--- config.mk ---
export PLATFORM = sky130hd
export DESIGN_NAME = alu_seq_flat
export DESIGN_NICKNAME = d
export VERILOG_FILES = /design/src/rtl/alu_seq_if.sv /design/src/rtl/alu_seq.sv /design/src/flat_wrapper.sv
export SDC_FILE = /design/constraint.sdc
export NUM_CORES = 1
export LEC_CHECK = 0
export ABC_AREA = 1
export CAP_MARGIN = 20
export CORE_MARGIN = 10
export CORE_UTILIZATION = 55
export CTS_CLUSTER_DIAMETER = 50
export DETAILED_ROUTE_END_ITERATION = 8
export PLACE_DENSITY = 0.74
export SKIP_LAST_GASP = 1
export SLEW_MARGIN = 20
export SYNTH_ARGS = -nofsm -noshare
export SYNTH_HDL_FRONTEND = slang
export SYNTH_SLANG_ARGS = --single-unit
--- constraint.sdc ---
create_clock -name clk -period 2 [get_ports clk]
set_input_delay 0.4 -clock clk [delete_from_list [all_inputs] [get_ports clk]]
set_output_delay 0.4 -clock clk [all_outputs]
set_load 0.05 [all_outputs]
--- src/rtl/alu_seq_if.sv ---
// Request/response bundle of the sequential ALU: operands and opcode in,
// handshake, registered result and flags out.
interface alu_seq_if #(
    parameter int WIDTH = 32
);
    logic             start;
    logic [3:0]       aluc;
    logic [WIDTH-1:0] a;
    logic [WIDTH-1:0] b;
    logic             busy;
    logic             done;
    logic [WIDTH-1:0] r;
    logic             zero;
    logic             carry;
    logic             negative;
    logic             overflow;

    modport master (
        output start, aluc, a, b,
        input  busy, done, r, zero, carry, negative, overflow
    );

    modport slave (
        input  start, aluc, a, b,
        output busy, done, r, zero, carry, negative, overflow
    );
endinterface

--- src/rtl/alu_seq.sv ---
// Registered ALU with start/busy/done handshake. Arithmetic, logic, LUI and
// set-less-than complete in one cycle; shifts walk one bit per cycle through
// a working register so no barrel shifter is needed.
module alu_seq #(
    parameter int WIDTH = 32
) (
    input  logic      clk,
    input  logic      rst_n,
    alu_seq_if.slave  bus
);
    // Counter must hold WIDTH+1, the saturated shift count.
    localparam int               CW    = $clog2(WIDTH + 2);
    localparam logic [WIDTH-1:0] NMAX  = WIDTH'(WIDTH + 1);
    localparam logic [CW-1:0]    CMAX  = CW'(WIDTH + 1);
    localparam logic [CW-1:0]    CONE  = CW'(1);

    localparam logic [0:0] IDLE  = 1'b0;
    localparam logic [0:0] SHIFT = 1'b1;

    // Shift kind, taken straight from aluc[1:0] at acceptance.
    localparam logic [1:0] SOP_SRA = 2'b00;
    localparam logic [1:0] SOP_SRL = 2'b01;

    logic [0:0]       r_state;
    logic [CW-1:0]    r_cnt;
    logic [WIDTH-1:0] r_work;
    logic [1:0]       r_sop;
    logic [WIDTH-1:0] r_r;
    logic             r_zero;
    logic             r_carry;
    logic             r_neg;
    logic             r_ovf;
    logic             r_done;

    logic             w_is_shift;
    logic [CW-1:0]    w_cnt_init;
    logic [WIDTH:0]   w_sum;
    logic [WIDTH:0]   w_diff;
    logic [WIDTH-1:0] w_res;
    logic             w_zero;
    logic             w_carry;
    logic             w_neg;
    logic             w_ovf;
    logic [WIDTH-1:0] w_step;
    logic             w_bit;

    assign w_is_shift = bus.aluc[3] & bus.aluc[2];
    // Shifting more than WIDTH+1 times cannot change the outcome, so saturate.
    assign w_cnt_init = (bus.a > NMAX) ? CMAX : bus.a[CW-1:0];
    assign w_sum      = {1'b0, bus.a} + {1'b0, bus.b};
    // Top bit of the widened difference is the unsigned borrow (a < b).
    assign w_diff     = {1'b0, bus.a} - {1'b0, bus.b};

    // Single-cycle result and flags; a zero-count shift passes b through.
    always_comb begin
        w_res   = '0;
        w_carry = 1'b0;
        w_ovf   = 1'b0;
        case (bus.aluc)
            4'b0000: begin
                w_res   = w_sum[WIDTH-1:0];
                w_carry = w_sum[WIDTH];
            end
            4'b0010: begin
                w_res = w_sum[WIDTH-1:0];
                w_ovf = (bus.a[WIDTH-1] == bus.b[WIDTH-1]) &&
                        (w_sum[WIDTH-1] != bus.a[WIDTH-1]);
            end
            4'b0001: begin
                w_res   = w_diff[WIDTH-1:0];
                w_carry = w_diff[WIDTH];
            end
            4'b0011: begin
                w_res = w_diff[WIDTH-1:0];
                w_ovf = (bus.a[WIDTH-1] != bus.b[WIDTH-1]) &&
                        (w_diff[WIDTH-1] != bus.a[WIDTH-1]);
            end
            4'b0100: w_res = bus.a & bus.b;
            4'b0101: w_res = bus.a | bus.b;
            4'b0110: w_res = bus.a ^ bus.b;
            4'b0111: w_res = ~(bus.a | bus.b);
            4'b1000,
            4'b1001: w_res = {bus.b[WIDTH/2-1:0], {(WIDTH/2){1'b0}}};
            4'b1011: w_res = {{(WIDTH-1){1'b0}}, ($signed(bus.a) < $signed(bus.b))};
            4'b1010: begin
                w_res   = {{(WIDTH-1){1'b0}}, w_diff[WIDTH]};
                w_carry = w_diff[WIDTH];
            end
            default: w_res = bus.b;
        endcase
        // Set-less-than ops report equality in zero instead of r==0.
        if (bus.aluc == 4'b1011 || bus.aluc == 4'b1010) begin
            w_zero = (bus.a == bus.b);
            w_neg  = (bus.aluc == 4'b1011) ? w_res[0] : w_res[WIDTH-1];
        end else begin
            w_zero = (w_res == '0);
            w_neg  = w_res[WIDTH-1];
        end
    end

    // One step of the iterative shifter and the bit that falls off.
    always_comb begin
        case (r_sop)
            SOP_SRA: begin
                w_step = {r_work[WIDTH-1], r_work[WIDTH-1:1]};
                w_bit  = r_work[0];
            end
            SOP_SRL: begin
                w_step = {1'b0, r_work[WIDTH-1:1]};
                w_bit  = r_work[0];
            end
            default: begin
                w_step = {r_work[WIDTH-2:0], 1'b0};
                w_bit  = r_work[WIDTH-1];
            end
        endcase
    end

    // Control FSM, working register and registered outputs.
    always_ff @(posedge clk or negedge rst_n) begin
        if (!rst_n) begin
            r_state <= IDLE;
            r_cnt   <= '0;
            r_work  <= '0;
            r_sop   <= '0;
            r_r     <= '0;
            r_zero  <= 1'b0;
            r_carry <= 1'b0;
            r_neg   <= 1'b0;
            r_ovf   <= 1'b0;
            r_done  <= 1'b0;
        end else begin
            r_done <= 1'b0;
            case (r_state)
                IDLE: begin
                    if (bus.start) begin
                        if (w_is_shift && (w_cnt_init != '0)) begin
                            r_state <= SHIFT;
                            r_cnt   <= w_cnt_init;
                            r_work  <= bus.b;
                            r_sop   <= bus.aluc[1:0];
                        end else begin
                            r_r     <= w_res;
                            r_zero  <= w_zero;
                            r_carry <= w_carry;
                            r_neg   <= w_neg;
                            r_ovf   <= w_ovf;
                            r_done  <= 1'b1;
                        end
                    end
                end
                SHIFT: begin
                    r_work <= w_step;
                    r_cnt  <= r_cnt - CONE;
                    // Last step: publish the shifted value directly.
                    if (r_cnt == CONE) begin
                        r_state <= IDLE;
                        r_r     <= w_step;
                        r_zero  <= (w_step == '0);
                        r_carry <= w_bit;
                        r_neg   <= w_step[WIDTH-1];
                        r_ovf   <= 1'b0;
                        r_done  <= 1'b1;
                    end
                end
                default: r_state <= IDLE;
            endcase
        end
    end

    assign bus.busy     = (r_state == SHIFT);
    assign bus.done     = r_done;
    assign bus.r        = r_r;
    assign bus.zero     = r_zero;
    assign bus.carry    = r_carry;
    assign bus.negative = r_neg;
    assign bus.overflow = r_ovf;
endmodule

--- src/flat_wrapper.sv ---
// flat-port wrapper written by rule: the top's interface ports become plain ports
module alu_seq_flat 
#(
    parameter int WIDTH = 32
)
  (clk, rst_n, bus_start, bus_aluc, bus_a, bus_b, bus_busy, bus_done, bus_r, bus_zero, bus_carry, bus_negative, bus_overflow);
  alu_seq_if #(.WIDTH(WIDTH)) bus_i ();
  input  logic clk;
  input  logic rst_n;
  input wire logic [$bits(bus_i.start)-1:0] bus_start;
  input wire logic [$bits(bus_i.aluc)-1:0] bus_aluc;
  input wire logic [$bits(bus_i.a)-1:0] bus_a;
  input wire logic [$bits(bus_i.b)-1:0] bus_b;
  output wire logic [$bits(bus_i.busy)-1:0] bus_busy;
  output wire logic [$bits(bus_i.done)-1:0] bus_done;
  output wire logic [$bits(bus_i.r)-1:0] bus_r;
  output wire logic [$bits(bus_i.zero)-1:0] bus_zero;
  output wire logic [$bits(bus_i.carry)-1:0] bus_carry;
  output wire logic [$bits(bus_i.negative)-1:0] bus_negative;
  output wire logic [$bits(bus_i.overflow)-1:0] bus_overflow;
  assign bus_i.start = bus_start;
  assign bus_i.aluc = bus_aluc;
  assign bus_i.a = bus_a;
  assign bus_i.b = bus_b;
  assign bus_busy = bus_i.busy;
  assign bus_done = bus_i.done;
  assign bus_r = bus_i.r;
  assign bus_zero = bus_i.zero;
  assign bus_carry = bus_i.carry;
  assign bus_negative = bus_i.negative;
  assign bus_overflow = bus_i.overflow;
  alu_seq #(.WIDTH(WIDTH)) u_core (.clk(clk), .rst_n(rst_n), .bus(bus_i));
endmodule
==> flow_summary.yaml, run 1 <==
floorplan:
  initial_utilization_pct: 56.4
  pin_count: 109
  rows: 52
  die_w_um: 165
  die_y_um: 165
logic_synthesis:
  yosysSeqAreaShare_pct: 16.9
  synth_cell_type_count: 52
  synth_async_sr_flop_share_pct: 100
  ys_seq_elements: 78
  syn_nets: 2189
  synthFlopType: "dfrtp_1"
  synth_area_um2: 11500
  synth_edf_count: 0
  syn_inst: 2018
  syn_area_per_cell_um2: 5.71
  synth_warnings: 0
global_routing:
  grt_overflow: 2021
  grt_max_degree: 36
  grt.total_usage_pct: 91.5
timing:
  worst_path_end_type: "register input"
  postGrtWorstEndpoint: "u_core.bus.zero$_DFFE_PN0P_/D"
clock_tree:
  cts.sinks: 78
  clk_path_buf_depth: 2
  cts_buffers: 9
  cts_root_buf: "clkbuf_16"
  postCtsHoldBufs: 0
  htree_num_levels: 3
placed_design:
  io_buffers: 108
  place_hpwl_mm: 45.3
  gp_congestion: 1.27
status:
  firstError: "[ERROR GRT-0232] Routing congestion too high. Check the congestion heatmap in the GUI."
  stop_stage: "global routing"
  status: "aborted with a tool error"
## through the flow
stage / std cells / setup WS [ps] / setup TNS, ps / hold WS (ps) / cell area (um^2)
4_1_cts: 2847 / -633 / -41720 / 31.4 / 18500
3_5_place_dp: 2772 / -1600 / -92740 / 387 / 16300
3_3_place_gp: 2772 / -1550 / -92140 / 383 / 16300
2_1_floorplan: 2018 / -306 / -742 / 104 / 11800
## Yosys cell counts (2+ instances only)
cell / number / area, um^2
a21oi_2: 2 / 17.5
o22ai_1: 31 / 194
a21oi_1: 65 / 325
nand3_2: 6 / 60.1
clkinv_1: 2 / 7.51
mux2i_1: 2 / 20.0
nand3_1: 147 / 736
o21bai_1: 5 / 37.5
ha_1: 98 / 1230
inv_2: 5 / 18.8
o211ai_1: 11 / 82.6
buf_2: 29 / 145
o221ai_1: 22 / 193
dfrtp_1: 78 / 1950
nor2_2: 17 / 106
a22oi_1: 2 / 15.0
buf_6: 10 / 113
o21ai_0: 81 / 405
nand4_1: 61 / 382
nor4_2: 2 / 25.0
o311ai_0: 7 / 61.3
fa_1: 2 / 40.0
o21ai_1: 18 / 90.1
inv_1: 367 / 1380
nor3_1: 15 / 75.1
nor2_1: 167 / 627
nor3_2: 6 / 60.1
buf_4: 11 / 82.6
nand2_1: 657 / 2470
a31oi_1: 5 / 31.3
clkbuf_2: 4 / 20.0
clkbuf_1: 19 / 71.3
xor2_1: 3 / 26.3
or2_2: 8 / 50.1
and2_1: 5 / 31.3
nand3b_1: 2 / 15.0
nor4_1: 5 / 31.3
a211oi_1: 18 / 135
nand2_2: 9 / 56.3
a22o_1: 2 / 17.5
## cells by family after synthesis
family          Yosys count  share of synthesized area [%]
simple gates           1111                           41.2
buf+inv                 449                           16.0
compound gates          275                           14.4
fa+ha+maj               100                           11.0
flops                    78                           16.9
xor+xnor                  3                          0.228
mux                       2                          0.174
## metal layers
metal	track usage (%)	overflow
met1	79.1	35
met5	43.1	11
met3	74.1	22
met4	102	402
met2	119	1551
## what timing repair did
action                                  in CTS
endpoints found under the setup margin      79
resized for setup                          495
endpoints found under the hold margin        0
cloned                                       6
pin swaps                                  133
buffers inserted                            54
==> run 2: changes to the inputs <==
--- a/config.mk
+++ b/config.mk
@@ -8,10 +8,9 @@
 export ABC_AREA = 1
 export CAP_MARGIN = 20
 export CORE_MARGIN = 10
-export CORE_UTILIZATION = 55
-export CTS_CLUSTER_DIAMETER = 50
+export CORE_UTILIZATION = 40
 export DETAILED_ROUTE_END_ITERATION = 8
-export PLACE_DENSITY = 0.74
+export PLACE_DENSITY_LB_ADDON = 0.15
 export SKIP_LAST_GASP = 1
 export SLEW_MARGIN = 20
 export SYNTH_ARGS = -nofsm -noshare
==> flow_summary.yaml, run 2 <==
logic_synthesis:
  syn_inst: 2018
  synth_warnings: 0
  synth_area_um2: 11500
  syn_nets: 2189
  synth_top_area_share_pct: 21.4
  syn_area_per_cell_um2: 5.71
  yosysMostFrequentCell: "nand2_1"
  synth_cell_type_count: 52
  ys_seq_elements: 78
  yosysSeqAreaShare_pct: 16.9
  synthTopCellsByArea: "nand2_1 (21%), dfrtp_1 (17%), inv_1 (12%)"
  synth_async_sr_flop_share_pct: 100
  yosys.area.top_type: "nand2_1"
  synthFlopType: "dfrtp_1"
  synth_edf_count: 0
  synth_common_cells: "nand2_1 (657), inv_1 (367), nor2_1 (167)"
floorplan:
  core_area_um2: 28500
  pin_count: 109
  die_y_um: 190
  die_w_um: 190
  dieArea_um2: 36000
  rows: 62
  initial_utilization_pct: 40.4
worst_setup_path:
  crit_top_cell: "nand2_1"
  worstPathMaxFanout: 2
  crit_type: "primary input to flop"
  crit_arrival_ps: 3000
  cp_slowest_cell: "o21bai_1"
  cp_num_buf_inv: 5
  start_kind: "primary input"
  cp_data_required_time_ps: 2270
  critPathTopFamily: "simple AND/OR/NAND/NOR gates"
  crit_chain: "clkbuf_2 > inv_2 > buf_8 > ha_1 > inv_1 > o21bai_1 > buf_4 > nand2_2 > nand2_4 > nand2_4 > nand2_2 > nand2_2 > nand3_1 > nand2_1 > nand3_1 > nand4_1 > nor2_1 > nand2_1 > nor2_1 > nand4_1 > nand2_1 > nand2_1 > a21oi_2"
  endpoint_kind: "flop"
  cp_slowest_stage_delay_ps: 300
detailed_routing:
  dr.pass1.iters: 6
  viasPerCell: 5.67
  routedWlPerCell_um: 22.8
  first_iter_violations: 1865
  drc: 0
  wirelength_mm: 70.1
  via_count: 17400
  ant_nets: 0
timing:
  tightest_slew_ps: 590
  hold_viol: 0
  fin_crit_sh_pct: 137
  setup_viol: 78
  final.min_clock_period_ps: 2730
  finalWorstSetupSlack_ps: -732
  rsz0062_at_grt: "yes"
  skew_ps: 10.5
  max_freq_ghz: 0.366
  slew_viol_final: 0
  maxSlewHeadroom_pct: 60.6
  hold_ws_ps: 426
status:
  violations: "setup timing"
  status: "complete, but fails checks"
placed_design:
  place_hpwl_mm: 53.6
  postPlaceCellArea_um2: 17000
  gp_congestion: 1.08
  io_buffers: 108
  dpl.cell_count: 2952
power:
  total_power_mw: 8.49
  powerDensity_nw_per_um2: 408
  peakVddDrop_v: 0.000483
  p_leak_nw: 10.8
cells_and_area:
  multi_input_area_um2: 10400
  layout_commonest_cell: "buf_4"
  finalInstanceArea_um2: 20800
  layout_common_cells: "buf_4 (545), nand2_1 (456), inv_1 (245), nand2_2 (150), inv_2 (108)"
  fillCellCount: 2247
  final-seq-area_um2: 1950
  nNetsFinal: 2853
  drive_gt1_share_pct: 49.4
  area_growth_pct: 80.2
  final_cells: 3074
global_routing:
  grt_overflow: 0
  grt_pass1_vias: 16400
  grt_max_degree: 51
  grt_pass1_wl_mm: 97.2
  grt.total_usage_pct: 35.2
  antenna_found_initial: 2
clock_tree:
  htree_num_levels: 3
  cts.sinks: 78
  cts_buffers: 9
  cts_root_buf: "clkbuf_16"
  clk_latency_ps: 350
  cts_tree: "done"
  clk_pin_slew_ps: 60
  clk_path_buf_depth: 2
run:
  drv_cap: 0
min_path:
  hold_class: "primary input to flop"
-- run 2: cell counts after synthesis --
No cell type changed its count.
-- run 2: routing by layer --
metal  share of wire (%)  GRT usage [%]  wire length, um
met3                 9.9           5.16             6930
met5                   0              0                0
met4                 7.6           18.9             5310
met1                  38           43.5            26500
met2                  45           58.2            31400
-- run 2: kinds of logic (layout without fill, tap and decap cells) --
group | count (synthesis) | in the layout | synth area share (%)
AND/OR/NAND/NOR | 1111 | 1111 | 41.2
flip-flops | 78 | 78 | 16.9
AO/OA/AOI/OAI | 275 | 275 | 14.4
other | 0 | 3 | 0
XOR/XNOR | 3 | 3 | 0.228
adder cells (fa/ha/maj) | 100 | 100 | 11.0
buffers and inverters | 449 | 1118 | 16.0
multiplexers | 2 | 2 | 0.174
-- run 2: worst paths after layout --
| path | from | endpoint | slack (ps) | cells after the start |
|---|---|---|---|---|
| max in group asynchronous | rst_n | u_core.bus.busy | 940 | 3 |
| worst min-delay path | bus_b[30] | u_core.r_work[30] | 430 | 4 |
| min in group asynchronous | rst_n | u_core.r_cnt[1] | 470 | 2 |
| worst max-delay path | bus_b[7] | u_core.bus.zero | -730 | 23 |
| worst max register to register | u_core.r_sop[1] | u_core.bus.zero | -220 | 10 |
| worst min register to register | u_core.bus.r[25] | u_core.bus.r[25] | 490 | 2 |
-- run 2: power by group --
part	internal, mW	leakage, nW	switching (mW)	total [mW]
combinational	2.08	9.80	2.71	4.79
clock	1.39	0.185	0.722	2.12
sequential	1.58	0.803	0	1.58
total	5.05	10.8	3.44	8.49
-- run 2: what timing repair did --
action                                 CTS  global route
hold buffers                             1             0
pin swaps                              139           202
endpoints found under the hold margin   14             0
gates cloned                             1             4
gates resized for setup                491           533
setup buffers                           51            51
setup endpoints to repair               78            78
-- run 2: stage by stage --
| stage | setup TNS [ps] | setup WS (ps) | util (%) |
|---|---|---|---|
| finish | -26870 | -732 | 72.8 |
| global route | -34440 | -866 | 72.8 |
| CTS | -42310 | -742 | 66.8 |
| detailed placement | -99010 | -1940 | 59.4 |
| global placement | -96860 | -1980 | 59.4 |
| floorplan | -742 | -306 | - |
-- run 2: tightest hold or removal path: cells and delay by family --
kind / cells / cell delay (ps)
buffers and inverters: 2 / 230
AOI/OAI and AO/OA: 1 / 50
and+or+nand+nor: 1 / 50
-- run 2: cell type report --
class,count,area share [%]
Timing Repair inverter,1,0.0542
Tap cell,384,2.31
Timing Repair Buffer,726,29.4
Inverter,375,7.17
Antenna cell,3,0.0361
Clock inverter,6,0.674
Sequential cell,78,9.40
Clock buffer,10,1.15
Multi-Input combinational cell,1491,49.8
No activity file was read; power rests on OpenSTA's default activity.
